$ cat config.mk
export PLATFORM = sky130hd
export DESIGN_NAME = alu_cmd_sequencer
export DESIGN_NICKNAME = d
export VERILOG_FILES = /design/src/rtl/alu_cmd_sequencer.sv
export SDC_FILE = /design/constraint.sdc
export NUM_CORES = 1
export LEC_CHECK = 0
export BUFFER_PORTS_ARGS = -buffer_cell sky130_fd_sc_hd__clkbuf_2
export CAP_MARGIN = 20
export CORE_MARGIN = 3
export CORE_UTILIZATION = 50
export DETAILED_ROUTE_END_ITERATION = 8
export PLACE_DENSITY = 0.85
export SETUP_SLACK_MARGIN = 0.05
export SLEW_MARGIN = 20
export SYNTH_ARGS = -nofsm -noshare
export SYNTH_HDL_FRONTEND = slang
export SYNTH_SLANG_ARGS = --single-unit
export TNS_END_PERCENT = 100
$ cat constraint.sdc
create_clock -name clk -period 2.45 [get_ports clk]
set_clock_uncertainty 0.15 [all_clocks]
set_input_delay 0.49 -clock clk [delete_from_list [all_inputs] [get_ports clk]]
set_output_delay 0.49 -clock clk [all_outputs]
set_load 0.005 [all_outputs]
$ cat src/rtl/alu_cmd_sequencer.sv
// -----------------------------------------------------------------------------
// alu_cmd_sequencer
//
// Queues up to DEPTH commands and then runs them back-to-back against an
// internal accumulator. The accumulator feeds the ALU 'a' operand directly.
// Operand b, function code and carry-in are registered, so the ALU sees
// stable inputs for the whole EXEC cycle. Commands can chain the stored carry
// flag into the next operation. The final accumulator and flags are held on
// the outputs, and a one-cycle done pulse marks the end of a run.
//
// Ports
//   clk, rst_n          clock, asynchronous active-low reset
//   cmd_valid/ready     command write handshake (only accepted in IDLE)
//   cmd_load            1: load cmd_data into acc, no ALU operation
//   cmd_op              ALU function code
//   cmd_cin, cmd_chain  explicit carry-in, or chain the stored carry flag
//   cmd_data            operand B (or load value)
//   start               begin executing the queued commands
//   flush               empty the queue and return to IDLE (acc/flags kept)
//   busy, done          run in progress / one-cycle end-of-run pulse
//   acc_out, flags_out  accumulator and {carry, status[1:0]}
//   alu_a_o..alu_cin_o  ALU operand, function and carry drive
//   alu_y_i..           ALU result, carry/borrow out and status
// -----------------------------------------------------------------------------
module alu_cmd_sequencer #(
   parameter int DATA_WIDTH = 8,
   parameter int OP_WIDTH   = 5,
   parameter int DEPTH      = 4
) (
   input  logic                  clk,
   input  logic                  rst_n,
   input  logic                  cmd_valid,
   output logic                  cmd_ready,
   input  logic                  cmd_load,
   input  logic [OP_WIDTH-1:0]   cmd_op,
   input  logic                  cmd_cin,
   input  logic                  cmd_chain,
   input  logic [DATA_WIDTH-1:0] cmd_data,
   input  logic                  start,
   input  logic                  flush,
   output logic                  busy,
   output logic                  done,
   output logic [DATA_WIDTH-1:0] acc_out,
   output logic [2:0]            flags_out,
   output logic [DATA_WIDTH-1:0] alu_a_o,
   output logic [DATA_WIDTH-1:0] alu_b_o,
   output logic [OP_WIDTH-1:0]   alu_f_o,
   output logic                  alu_cin_o,
   input  logic [DATA_WIDTH-1:0] alu_y_i,
   input  logic                  alu_cout_i,
   input  logic [1:0]            alu_status_i
);

   localparam int PW = $clog2(DEPTH);
   localparam int CW = $clog2(DEPTH + 1);
   localparam int EW = DATA_WIDTH + OP_WIDTH + 3;
   localparam logic [CW-1:0] FULL_COUNT = CW'(DEPTH);

   localparam logic [1:0] S_IDLE  = 2'd0;
   localparam logic [1:0] S_FETCH = 2'd1;
   localparam logic [1:0] S_EXEC  = 2'd2;
   localparam logic [1:0] S_DONE  = 2'd3;

   logic [EW-1:0]         fifo_mem [DEPTH];
   logic [PW-1:0]         rd_ptr_q, rd_ptr_d;
   logic [PW-1:0]         wr_ptr_q, wr_ptr_d;
   logic [CW-1:0]         count_q, count_d;
   logic [1:0]            state_q, state_d;
   logic [DATA_WIDTH-1:0] acc_q, acc_d;
   logic [2:0]            flags_q, flags_d;
   logic [DATA_WIDTH-1:0] b_q, b_d;
   logic [OP_WIDTH-1:0]   f_q, f_d;
   logic                  cin_q, cin_d;

   logic                  wr_en;
   logic                  pop;
   logic                  head_load;
   logic [OP_WIDTH-1:0]   head_op;
   logic                  head_cin;
   logic                  head_chain;
   logic [DATA_WIDTH-1:0] head_data;

   assign cmd_ready = (state_q == S_IDLE) && (count_q < FULL_COUNT);
   // flush beats a simultaneous write so the queue really ends up empty
   assign wr_en     = cmd_valid && cmd_ready && !flush;

   // Head entry is read combinationally so FETCH can act on it in one cycle
   assign {head_load, head_op, head_cin, head_chain, head_data} = fifo_mem[rd_ptr_q];

   always_ff @(posedge clk) begin
      if (wr_en) begin
         fifo_mem[wr_ptr_q] <= {cmd_load, cmd_op, cmd_cin, cmd_chain, cmd_data};
      end
   end

   always_comb begin
      state_d = state_q;
      acc_d   = acc_q;
      flags_d = flags_q;
      b_d     = b_q;
      f_d     = f_q;
      cin_d   = cin_q;
      pop     = 1'b0;

      case (state_q)
         S_IDLE: begin
            if (start) state_d = S_FETCH;
         end
         S_FETCH: begin
            if (count_q == '0) begin
               state_d = S_DONE;
            end else if (!flush) begin
               // Entries are discarded by flush, so nothing is popped or applied
               pop = 1'b1;
               if (head_load) begin
                  acc_d   = head_data;
                  flags_d = 3'b000;
               end else begin
                  b_d     = head_data;
                  f_d     = head_op;
                  cin_d   = head_chain ? flags_q[2] : head_cin;
                  state_d = S_EXEC;
               end
            end
         end
         S_EXEC: begin
            // The ALU result is already settled on registered inputs; it is
            // captured even if a flush arrives in this cycle.
            acc_d   = alu_y_i;
            flags_d = {alu_cout_i, alu_status_i};
            state_d = S_FETCH;
         end
         S_DONE: begin
            state_d = S_IDLE;
         end
         default: begin
            state_d = S_IDLE;
         end
      endcase

      if (flush) state_d = S_IDLE;
   end

   // Writes happen only in IDLE and pops only in FETCH, so they never collide
   always_comb begin
      if (flush) begin
         rd_ptr_d = '0;
         wr_ptr_d = '0;
         count_d  = '0;
      end else begin
         rd_ptr_d = rd_ptr_q + PW'(pop);
         wr_ptr_d = wr_ptr_q + PW'(wr_en);
         count_d  = count_q + CW'(wr_en) - CW'(pop);
      end
   end

   always_ff @(posedge clk or negedge rst_n) begin
      if (!rst_n) begin
         state_q  <= S_IDLE;
         rd_ptr_q <= '0;
         wr_ptr_q <= '0;
         count_q  <= '0;
         acc_q    <= '0;
         flags_q  <= '0;
         b_q      <= '0;
         f_q      <= '0;
         cin_q    <= 1'b0;
      end else begin
         state_q  <= state_d;
         rd_ptr_q <= rd_ptr_d;
         wr_ptr_q <= wr_ptr_d;
         count_q  <= count_d;
         acc_q    <= acc_d;
         flags_q  <= flags_d;
         b_q      <= b_d;
         f_q      <= f_d;
         cin_q    <= cin_d;
      end
   end

   assign busy      = (state_q != S_IDLE);
   assign done      = (state_q == S_DONE);
   assign acc_out   = acc_q;
   assign flags_out = flags_q;
   assign alu_a_o   = acc_q;
   assign alu_b_o   = b_q;
   assign alu_f_o   = f_q;
   assign alu_cin_o = cin_q;

endmodule

==> qor.csv, run 1 <==
stage;metric;value;unit
status;status;complete, no violations;
finish;num_antenna_cells;0;
route;wl_per_cell;17.4;um
die;io-pin-count;68;
die;chipHeight;95.7;um
critical_path;worst_setup_path_start_kind;flip-flop;
global_routing;antenna_found_initial;0;
critical_path;cpPeakStageDelay;0.44;ns
route;ant_nets;0;
die;coreArea;7770;um2
finish;multiInputGateArea;1080;um2
timing;setup_viol;0;
power_and_ir_drop;power_density;937;nW/um2
global_routing;grtUsageTotal;0.171;
route;drt_wl_total;7280;um
logic_synthesis;synth.top_cell.area_share;0.478;
timing;period_needed;2.28;ns
critical_path;path_class;reg -> reg;
clocking;ctsLongestPathBuffers;2;
timing;slew_viol_final;0;
route;drc;0;
placement;place.port_buffers;67;
die;die_w;95.7;um
run;cap_violations;0;
clocking;cts_made_buffers;9;
clocking;clkSinkCount;98;
finish;layoutNonFillerInstCount;418;
power_and_ir_drop;p_leak;0.00190;uW
critical_path;path_buf_inv;2;
timing;max-slew-margin-rel;0.414;
clocking;cts.htree.levels;3;
clocking;ctsRootBufferMaster;clkbuf_8;
die;die_area;9150;um2
critical_path;cp_top_family;adder cells;
logic_synthesis;synth-seq-cells;98;
power_and_ir_drop;power;4380;uW
timing;fmax;438;MHz
critical_path;cp.required;2.55;ns
placement;dp_cells;402;
finish;drive_gt1_frac;0.421;
placement;placed_area;4460;um2
clocking;clk_latency;0.36;ns
route;post_drt_via_cell_ratio;5.36;
placement;place_congestion;0.757;
global_routing;grt_pass1_vias;2277;
critical_path;cp_slowest_cell;dfrtp_1;
critical_path;worstReg2RegStart;count_q[1]$_DFF_PN0_;
route;num_vias;2242;
timing;hold_violations;0;
clocking;cts_tree;done;
worst_hold_path;hold_path_class;in -> async;
global_routing;grt_pass1_wl;11400;um
logic_synthesis;yosysMostFrequentCell;edfxtp_1;
critical_path;arrival;2.39;ns
die;start_util;0.518;
critical_path;worstPathMaxFanout;4;
logic_synthesis;yosys.area.top_type;edfxtp_1;
timing;worst_pin_slew;0.878;ns
logic_synthesis;synthTopCellsByCount;64 x edfxtp_1, 34 x dfrtp_1, 16 x inv_1, 13 x mux2_2, 13 x mux4_2;
logic_synthesis;yosys_warnings;0;
logic_synthesis;synth_area_per_cell;16.6;um2
logic_synthesis;syn_inst;242;
power_and_ir_drop;ir_drop;0.000376;V
logic_synthesis;syn-num-nets;279;
timing;tns;0;ns
critical_path;path_cells;nor3_1 -> nor3_2 -> ha_1 -> inv_1 -> ha_1 -> inv_1 -> fa_1 -> xnor2_1 -> nor2_1;
timing;grt_setup_unrepaired;no;
route;drt_iter0_drc;143;
die;fp-row-count;32;
finish;nFillCells;605;
critical_path;cp-end-kind;flip-flop;
global_routing;overflow;0;
clocking;clkTransAtPathRegs;0.09;ns
critical_path;crit_start;count_q[1]$_DFF_PN0_;
logic_synthesis;synth_edf_count;64;
finish;area_growth;16.2;%
logic_synthesis;synthFlopType;edfxtp_1;
global_routing;grt_max_degree;35;
timing;layout_worst_path_cycle_share;0.932;
finish;nets;348;
logic_synthesis;synth_area_leaders;edfxtp_1 48%, dfrtp_1 21%, mux4_2 7.3%, mux2_2 3.6%, a31o_2 1.7%;
logic_synthesis;yosysSeqAreaShare;0.689;
logic_synthesis;async_flop_share;0.347;
finish;seq_area;2770;um2
logic_synthesis;syn_area;4020;um2
logic_synthesis;yosys.cell_types.count;35;
route;drt-pass1-iter-count;4;
finish;fin_area;4670;um2
placement;dp_hpwl;4970;um
clocking;post-cts-setup-buffers;0;
[layout by cell type, fill, tap and decap left out, types with 2 or more instances in the layout]
master / synthesis / routed
dfrtp_1: 34 / 34
a31oi_1: 8 / 8
mux2_2: 13 / 13
nand3b_1: 2 / 2
clkbuf_8: 0 / 9
nor2b_1: 3 / 3
o22ai_1: 3 / 3
bufinv_16: 0 / 2
a31o_2: 8 / 8
clkbuf_2: 0 / 67
nand4_1: 8 / 8
mux4_1: 2 / 2
nor3b_2: 1 / 3
clkbuf_1: 8 / 2
xnor2_1: 3 / 3
mux2i_1: 5 / 5
buf_4: 8 / 12
nand2b_1: 2 / 2
nor3_1: 4 / 2
ha_1: 4 / 4
and3_1: 2 / 2
nand2_1: 4 / 4
edfxtp_1: 64 / 64
inv_1: 16 / 16
mux4_2: 13 / 13
nor2_1: 12 / 12
nor3_2: 0 / 2
[registers in the layout (all words and copies together) (netlist names)]
register and count:
alu_b_o 8, alu_cin_o 1, count_q 3, fifo_mem 64, acc_out 8, alu_f_o 5
state_q 2, wr_ptr_q 2, rd_ptr_q 2, flags_out 3
[metrics by stage]
step	utilization	worst slack (ns)	hold slack, ns
CTS	0.601	0.145	0.101
detailed placement	0.574	0.120	0.345
global placement	0.574	0.186	0.344
global route	0.602	0.0602	0.134
finish	0.602	0.167	0.0786
floorplan	-	-0.322	0.0444
[power breakdown]
part	total, uW	switching [uW]	internal [uW]
logic	1070	512	561
registers	2200	180	2020
clock network	1100	528	574
[cell families after synthesis]
family	share of synthesized area
adder cells (fa/ha/maj)	0.0174
multiplexers	0.135
AO/OA/AOI/OAI	0.0380
buffers and inverters	0.0479
AND/OR/NAND/NOR	0.0638
XOR/XNOR	0.00871
flip-flops	0.689
[final cells by class]
| cell class | count | area share |
|---|---|---|
| Sequential cell | 98 | 0.593 |
| Multi-Input combinational cell | 107 | 0.230 |
| Timing Repair Buffer | 79 | 0.0910 |
| Clock buffer | 11 | 0.0281 |
| Tap cell | 102 | 0.0273 |
| Clock inverter | 5 | 0.0171 |
| Inverter | 16 | 0.0129 |
[final timing paths]
kind | to | slack (ns) | cells past startpoint
worst max-delay path | count_q[2]$_DFF_PN0_ | 0.17 | 9
worst min-delay path | count_q[0]$_DFF_PN0_ | 0.08 | 1
worst max register to register | count_q[2]$_DFF_PN0_ | 0.17 | 9
worst min register to register | alu_f_o[4]$_DFFE_PN0P_ | 0.36 | 1
max in group asynchronous | alu_f_o[1]$_DFFE_PN0P_ | 1.51 | 1
min in group clk | fifo_mem[2][0]$_DFFE_PP_ | 0.20 | 1
[per-layer routing]
layer  GRT usage  share of wire  wire, um  up-vias
met5           0              0         0        -
met4      0.0853          0.023       165        0
met3      0.0481          0.069       499       13
met2       0.277           0.50      3630       74
met1       0.211           0.41      2990     1108
li1            -              -         -     1047
[what timing repair did]
action,in CTS,in global routing
endpoints found under the setup margin,0,1
resized for setup,0,1
hold buffers,0,0
(Power assumes the default switching activity.)
==> run 2, diff against run 1 <==
Settings changed: BUFFER_PORTS_ARGS -buffer_cell sky130_fd_sc_hd__clkbuf_2 to not set, CORE_UTILIZATION 50 to 56, DONT_BUFFER_PORTS set to 1, PLACE_DENSITY 0.85 to 0.84.
==> run 2 against run 1 <==
Utilization increased by 3.2 points. Die area decreased by 10%. Largest power group unchanged. Cell count decreased by 17%.
==> qor.csv, run 2 (synthesized netlist as in run 1, its figures left out) <==
stage;metric;value;unit
worst_hold_path;hold_path_startpoint;flush;
timing;max-slew-margin-rel;0.508;
timing;fmax;454;MHz
clocking;ctsRootBufferMaster;clkbuf_8;
global_routing;grtUsageTotal;0.184;
clocking;clkTransAtPathRegs;0.09;ns
critical_path;path_buf_inv;2;
placement;dp_cells;329;
global_routing;grt_pass1_vias;2204;
critical_path;r2r_slack;0.25;ns
worst_hold_path;hold_path_class;in -> reg;
route;drt-pass1-iter-count;4;
critical_path;worst_setup_path_start_kind;flip-flop;
timing;slew_viol_final;0;
finish;largest_register_ffs;64;
critical_path;r2r_end;count_q[2]$_DFF_PN0_;
clocking;cts_made_buffers;9;
finish;seq_area;2770;um2
finish;final_cell_mix;64 x edfxtp_1, 34 x dfrtp_1, 16 x inv_1, 13 x mux4_2, 13 x mux2_2;
finish;fin_util;0.633;
global_routing;antenna_found_initial;0;
finish;nFillCells;490;
clocking;cts.htree.levels;3;
die;chipHeight;90.7;um
die;coreArea;6870;um2
finish;fin_area;4350;um2
route;drc;0;
finish;regMostFlops;fifo_mem;
critical_path;path_cells;nor3_1 -> nor3_2 -> ha_1 -> inv_1 -> ha_1 -> inv_1 -> fa_1 -> xnor2_1 -> nor2_1;
route;ant_nets;0;
global_routing;grt_max_degree;35;
power_and_ir_drop;p_leak;0.00163;uW
finish;area_growth;8.18;%
finish;drive_gt1_frac;0.271;
die;fp-row-count;30;
placement;dp_hpwl;4500;um
clocking;clk_latency;0.35;ns
timing;grt_setup_unrepaired;no;
critical_path;cpPeakStageDelay;0.44;ns
timing;layout_worst_path_cycle_share;0.900;
critical_path;arrival;2.31;ns
global_routing;grt_pass1_wl;11500;um
route;wl_met3;412;um
die;die_w;90.7;um
finish;multiInputGateArea;1080;um2
power_and_ir_drop;ir_drop;0.000394;V
route;post_drt_via_cell_ratio;5.73;
clocking;ctsLongestPathBuffers;2;
timing;worst_slack;0.245;ns
route;wl_met2;3500;um
route;drt_iter0_drc;137;
run;cap_violations;0;
clocking;cts_tree;done;
placement;place_congestion;0.762;
route;drt_wl_total;6880;um
route;wirelength_met1;2860;um
die;die_area;8230;um2
finish;layoutNonFillerInstCount;347;
clocking;clkSinkCount;98;
critical_path;reg2regPathDepth;9;
critical_path;worstReg2RegStart;count_q[1]$_DFF_PN0_;
timing;worst_pin_slew;0.738;ns
critical_path;path_class;reg -> reg;
status;status;complete, no violations;
critical_path;cp_top_family;adder cells;
route;num_vias;1987;
critical_path;cp-end-kind;flip-flop;
route;top_layer;met4;
timing;hold_violations;0;
placement;dp_slack;0.161;ns
die;start_util;0.585;
timing;period_needed;2.20;ns
global_routing;overflow;0;
finish;num_antenna_cells;0;
worst_hold_path;min_to;count_q[2]$_DFF_PN0_;
placement;place.port_buffers;0;
power_and_ir_drop;power_density;925;nW/um2
timing;setup_viol;0;
route;wl_per_cell;19.8;um
die;io-pin-count;68;
finish;nets;283;
worst_hold_path;hold_depth;1;
critical_path;worstPathMaxFanout;4;
finish;final_common_cell;edfxtp_1;
placement;placed_area;4110;um2
critical_path;cp.required;2.55;ns
critical_path;cp_slowest_cell;dfrtp_1;
-- run 2: cell types whose count changed in the layout (fill, tap and decap cells not counted) --
cell and change:
dlygate4sd3_1 +1, clkbuf_2 -67, clkinv_4 -1, clkinv_1 -1
bufinv_16 -2, clkinv_2 +1, buf_12 +1, clkinvlp_4 +1
clkbuf_16 +2
-- run 2: report_power, final --
group          total [uW]  leakage [uW]  internal (uW)  switching (uW)
clock network        1010     0.0000959            492             519
logic                 758      0.000532            386             372
registers            2250       0.00100           2020             230
total                4020       0.00163           2900            1120
-- run 2: worst max-delay path by stage --
stage                               end  cells past startpoint                   start  slack, ns
2_1_floorplan  fifo_mem[1][0]$_DFFE_PP_                      3                   flush      -0.32
3_3_place_gp       count_q[2]$_DFF_PN0_                      9  state_q[1]$_DFFE_PN0P_       0.23
3_5_place_dp       count_q[2]$_DFF_PN0_                      9  state_q[1]$_DFFE_PN0P_       0.16
4_1_cts            count_q[2]$_DFF_PN0_                      9  state_q[1]$_DFFE_PN0P_       0.16
5_1_grt            count_q[2]$_DFF_PN0_                      9    count_q[1]$_DFF_PN0_       0.06
6_report           count_q[2]$_DFF_PN0_                      9    count_q[1]$_DFF_PN0_       0.25
-- run 2: final cells by class --
type | instances | share of cell area
Sequential cell | 98 | 0.637
Tap cell | 96 | 0.0276
Inverter | 16 | 0.0138
Clock buffer | 13 | 0.0417
Timing Repair Buffer | 14 | 0.0276
Multi-Input combinational cell | 107 | 0.247
Clock inverter | 3 | 0.00460
-- run 2: metrics by stage --
step / hold slack, ns / total power, uW / TNS (ns)
floorplan: 0.0444 / 2930 / -13.02
global placement: 0.0456 / 3000 / 0
detailed placement: 0.0456 / 3040 / 0
CTS: 0.0234 / 4070 / 0
global route: 0.0114 / 4270 / 0
finish: 0.0384 / 4020 / 0
-- run 2: worst register-to-register path, delay by kind of cell (launching register included) --
family                     cells  cell delay [ns]
and+or+nand+nor                3             0.46
adders and majority gates      3             0.80
DFF                            1             0.44
buffers and inverters          2             0.11
xor gates and xnor gates       1             0.16
-- run 2: per-layer routing --
layer,vias to the layer above,track usage
met5,-,0
met4,0,0.0765
met3,11,0.0642
met2,63,0.300
met1,1003,0.223
li1,910,-
-- run 2: timing repair --
item | 4_1_cts | 5_1_grt
endpoints found under the hold margin | 34 | 0
gates resized for setup | 0 | 1
hold buffers | 2 | 0
buffers inserted | 0 | 0
endpoints found under the setup margin | 0 | 1
